$ cat src/rtl/updown_counter_param.sv
// updown_counter_param
//   Parametrised synchronous up/down counter with a programmable terminal value (limit),
//   wrap or saturate behaviour at the boundaries, synchronous load/clear, a combinational
//   terminal-count flag, a registered wrap pulse and sticky overflow/underflow flags.
//
// Parameters
//   WIDTH    counter width in bits (>= 1)
//   RST_VAL  count value after reset (must fit in WIDTH bits)
//
// Ports
//   clk       in   rising-edge clock
//   rst_n     in   asynchronous active-low reset
//   en        in   count enable, one step per clock
//   up        in   direction, 1 = up, 0 = down
//   clr       in   synchronous clear of count and sticky flags (highest priority)
//   load      in   synchronous load of load_val, clamped to limit
//   load_val  in   value to load
//   limit     in   terminal value, counting range is 0..limit
//   sat_mode  in   0 = wrap at boundary, 1 = saturate at boundary
//   count     out  registered counter value
//   tc        out  combinational terminal count for the current direction
//   wrap_p    out  one-cycle pulse, a wrap happened on the previous edge
//   ovf       out  sticky, an up-step hit the limit boundary
//   udf       out  sticky, a down-step hit the zero boundary
module updown_counter_param #(
  parameter int unsigned WIDTH   = 4,
  parameter int unsigned RST_VAL = 0
) (
  input  logic             clk,
  input  logic             rst_n,
  input  logic             en,
  input  logic             up,
  input  logic             clr,
  input  logic             load,
  input  logic [WIDTH-1:0] load_val,
  input  logic [WIDTH-1:0] limit,
  input  logic             sat_mode,
  output logic [WIDTH-1:0] count,
  output logic             tc,
  output logic             wrap_p,
  output logic             ovf,
  output logic             udf
);

  localparam logic [WIDTH-1:0] RstCount = WIDTH'(RST_VAL);
  localparam logic [WIDTH-1:0] One      = WIDTH'(1);

  logic [WIDTH-1:0] count_q, count_d;
  logic             wrap_p_q, wrap_p_d;
  logic             ovf_q, ovf_d;
  logic             udf_q, udf_d;

  logic at_top;
  logic at_zero;

  // count can sit above limit after limit is lowered; treat that as "at top" when counting up.
  assign at_top  = (count_q >= limit);
  assign at_zero = (count_q == '0);

  always_comb begin
    count_d  = count_q;
    wrap_p_d = 1'b0;
    ovf_d    = ovf_q;
    udf_d    = udf_q;
    if (clr) begin
      count_d = '0;
      ovf_d   = 1'b0;
      udf_d   = 1'b0;
    end else if (load) begin
      count_d = (load_val > limit) ? limit : load_val;
    end else if (en) begin
      if (up) begin
        if (at_top) begin
          ovf_d = 1'b1;
          if (sat_mode) begin
            count_d = limit;
          end else begin
            count_d  = '0;
            wrap_p_d = 1'b1;
          end
        end else begin
          count_d = count_q + One;
        end
      end else begin
        if (at_zero) begin
          udf_d = 1'b1;
          if (!sat_mode) begin
            count_d  = limit;
            wrap_p_d = 1'b1;
          end
        end else begin
          // Above-limit values simply step down toward the range without flagging.
          count_d = count_q - One;
        end
      end
    end
  end

  always_ff @(posedge clk or negedge rst_n) begin
    if (!rst_n) begin
      count_q  <= RstCount;
      wrap_p_q <= 1'b0;
      ovf_q    <= 1'b0;
      udf_q    <= 1'b0;
    end else begin
      count_q  <= count_d;
      wrap_p_q <= wrap_p_d;
      ovf_q    <= ovf_d;
      udf_q    <= udf_d;
    end
  end

  assign count  = count_q;
  assign wrap_p = wrap_p_q;
  assign ovf    = ovf_q;
  assign udf    = udf_q;
  assign tc     = en & ((up & at_top) | (~up & at_zero));

endmodule

$ cat config.mk
export PLATFORM = sky130hd
export DESIGN_NAME = updown_counter_param
export DESIGN_NICKNAME = d
export VERILOG_FILES = /design/src/rtl/updown_counter_param.sv
export SDC_FILE = /design/constraint.sdc
export NUM_CORES = 1
export LEC_CHECK = 0
export BUFFER_PORTS_ARGS = -buffer_cell sky130_fd_sc_hd__buf_2
export CORE_MARGIN = 1.5
export CORE_UTILIZATION = 40
export CTS_CLUSTER_DIAMETER = 30
export DETAILED_ROUTE_END_ITERATION = 16
export PLACE_DENSITY_LB_ADDON = 0.12
export SYNTH_ARGS = -nofsm -noshare
export SYNTH_HDL_FRONTEND = slang
export SYNTH_SLANG_ARGS = --single-unit
$ cat constraint.sdc
create_clock -name clk -period 2 [get_ports clk]
set_input_delay 0.1 -clock clk [delete_from_list [all_inputs] [get_ports clk]]
set_output_delay 0.1 -clock clk [all_outputs]
set_load 0.02 [all_outputs]
==> summary.md <==
| Metric | Value |
|---|---|
| Number of H-tree levels | 1 |
| FF+latch count, synth | 7 |
| Total gr overflow | 0 |
| # rows | 16 |
| DRT Pass-1 Iters | 4 |
| Req. time, crit path | 1.90 ns |
| CP startpoint | count[0]$_DFFE_PN0P_ |
| FF-to-FF path depth | 8 |
| Final wirelength | 2.506 mm |
| Yosys cell types | 37 |
| Worst-path clk slew | 0.06 ns |
| Clk pwr share | 19.7% |
| Commonest non-fill, non-tap cell in the layout | buf_2 |
| Die width | 50.29 um |
| R2r endpoint | count[0]$_DFFE_PN0P_ |
| Most frequent cells in the layout | buf_2, inv_1, ha_1 |
| Crit Path Category | register to output port |
| Top-area cell type share of the netlist area | 19.58% |
| Clk sinks | 7 |
| Initial Utilization | 43.81% |
| Status | completed |
| Pwr Total | 0.0006937 W |
| Crit path top cell by count | nor2b_1 |
| Critical-path top delay cell | dfrtp_1 |
| Worst skew pair latency | 0.26 ns |
| Clock buffer count from CTS | 3 |
| Routed vias | 987 |
| Yosys warning count | 0 |
| Post-route antenna net violation count | 0 |
| Skew final | 0.001534 ns |
| Power Dens Cells | 612.0 nW/um2 |
| Register area | 176.4 um2 |
| Worst slew margin | 67.79% |
| All-layer global routing usage | 20.71% |
| CTS tree | done |
| Clock period minus worst slack | 1.912 ns |
| Core area | 2042 um2 |
| WL per Instance | 14.74 um |
| Routability cong. | 0.9568 |
| Ys async rst share | 100.0% |
| Hold/Removal Path Class | input port to register |
| Crit path to | tc |
| Max incr delay on CP | 0.38 ns |
| Max-cap violations | 0 |
| Area growth syn-to-layout | 26.71% |
| Leakage power total | 0.5595 nW |
| VDD IR max | 0.0003558 V |
| Crit-path cells | inv_1, ha_1, nor2b_1, o21a_2, nor2_4, mux2i_1, nor2b_1, buf_2 |
| Syn Area/Cell | 7.988 um2 |
| Reg2Reg Setup Slack | 0.11 ns |
| Layout cells sized above 1 | 29.37% |
| Final Cycle Share | 95.62% |
| 1st-iter DRT viols | 29 |
| N_diodes | 0 |
| Worst setup EP type | output port |
| Final hold vios | 0 |
| Worst r2r src | count[1]$_DFFE_PN0P_ |
| Ports | 23 |
| Chip height | 50.29 um |
| Comb pwr share | 56.5% |
| F_max | 522.9 MHz |
| Final Setup Violations | 0 |
| Drc violations | 0 |
| First-pass GRT wire length | 4.091 mm |
| Mapped cell area | 894.6 um2 |
| Gate Count Post-Synth | 112 |
| Final net count | 170 |
| Arr. time, crit path | 1.81 ns |
| Initial antenna violation count | 0 |
| Slew Viols, Final | 0 |
| Sequential share of power | 23.8% |
| Net Count, Synth | 138 |
| Setup TNS | 0 ns |
| Largest net degree at the start of global routing | 11 |
| Clock tree buffer depth | 2 |
| Startpoint Class | register |
| Sw Ratio | 41.96% |
| Most used DFF post-synth | dfrtp_1 |
| Seq/Total Area, Yosys | 19.58% |
| Root Buffer | clkbuf_4 |
| Post-synth EDFFs | 0 |
| Vias/cell | 5.806 |
| Crit path max fanout | 3 |
| Die area | 2529 um2 |
| Final HPWL DP | 1.921 mm |
| Worst Tran Pin Value | 0.4794 ns |
| Vias in the first global route | 882 |
| Synth area leader | dfrtp_1 |
| Main area contributors after synthesis | dfrtp_1, ha_1, nor3_1 |
| Fill cells | 209 |
| Power Internal | 0.0004026 W |
| Multi-input gate area | 679.4 um2 |
| I/O Buffers | 22 |
| NetSw | 0.0002911 W |
==> power groups by stage <==
stage	clock network (W)	logic, W	registers (W)
after floorplan	0	0.000210	0.000191
after global placement	0	0.000328	0.000167
after detailed placement	0	0.000328	0.000168
after CTS	0.000141	0.000334	0.000166
after global routing	0.000151	0.000430	0.000167
final	0.000137	0.000392	0.000165
==> synth_stat cells, types with 2 or more instances <==
master    count
o31ai_1       2
a21oi_1       6
buf_2         2
nor3_1        9
ha_1         11
o211ai_1      3
a21o_1        2
a31oi_1       3
inv_1        10
nand3b_1      3
o211a_1       2
o21bai_1      2
mux2i_1       2
o21ai_1       2
dfrtp_1       7
nand2_1       6
o311ai_1      3
nor2b_1       6
nor2_1        8
o21a_1        2
a211oi_1      2
o21ai_0       4
==> sequential cells by signal, indices dropped and copies added (netlist names) <==
name    cells
udf         1
ovf         1
wrap_p      1
count       4
==> worst min-delay path by stage <==
stage	endpoint	cells after the start	slack, ns	start
after floorplan	count[0]$_DFFE_PN0P_	0	-0.20	rst_n
after global placement	wrap_p$_DFF_PN0_	1	-0.05	rst_n
after detailed placement	wrap_p$_DFF_PN0_	1	-0.05	rst_n
after CTS	ovf$_DFFE_PN0P_	2	0.06	clr
after global routing	ovf$_DFFE_PN0P_	2	0.08	clr
final	ovf$_DFFE_PN0P_	2	0.07	clr
==> logic make-up (layout without fill, tap and decap cells) <==
family,after synthesis,after routing,synth area share (%)
XOR/XNOR,2,2,1.958
adder cells (fa/ha/maj),11,11,15.38
multiplexers,2,2,2.238
flip-flops,7,7,19.58
AND/OR/NAND/NOR,38,38,23.50
AO/OA/AOI/OAI,38,38,30.35
buffers and inverters,14,45,6.993
==> layout make-up <==
type | instances | share of cell area [%]
multi-input combinational | 91 | 59.93
timing repair buffer | 31 | 15.89
inverter | 10 | 3.311
tap | 27 | 2.980
clock buffer | 4 | 2.318
sequential | 7 | 15.56
==> routing by layer <==
| metal | global-route usage [%] | up-vias | wire length [um] | share of wire [%] |
|---|---|---|---|---|
| met5 | 0 | - | 0 | 0 |
| met4 | 8.108 | 0 | 21 | 0.84 |
| met3 | 2.976 | 2 | 222 | 8.9 |
| met2 | 31.58 | 51 | 1153 | 46 |
| met1 | 29.25 | 450 | 1109 | 44 |
| li1 | - | 484 | - | - |
==> critical path: cells and delay by family (launching register included) <==
kind,cells,cell delay (ns)
simple gates,3,0.26
flops,1,0.38
fa+ha+maj,1,0.25
buf+inv,2,0.28
mux,1,0.19
compound gates,1,0.20
==> through the flow <==
step	hold WS [ns]	utilization [%]	std cells	area, um2	setup slack [ns]
final	0.07142	55.51	170	1134	0.08759
after global routing	0.07545	55.51	170	1134	-0.04829
after CTS	0.06351	52.70	165	1076	0.002438
after detailed placement	-0.04691	50.74	160	1036	0.1642
after global placement	-0.04708	50.74	160	1036	0.2063
after floorplan	-0.1956	-	112	894.6	0.1134
==> repair_timing <==
item | 4_1_cts | 5_1_grt
pin swaps | 0 | 2
setup endpoints to repair | 1 | 2
hold buffers | 1 | 0
buffers inserted | 0 | 5
endpoints found under the hold margin | 7 | 0
gates resized for setup | 2 | 6
(Power assumes the default switching activity.)
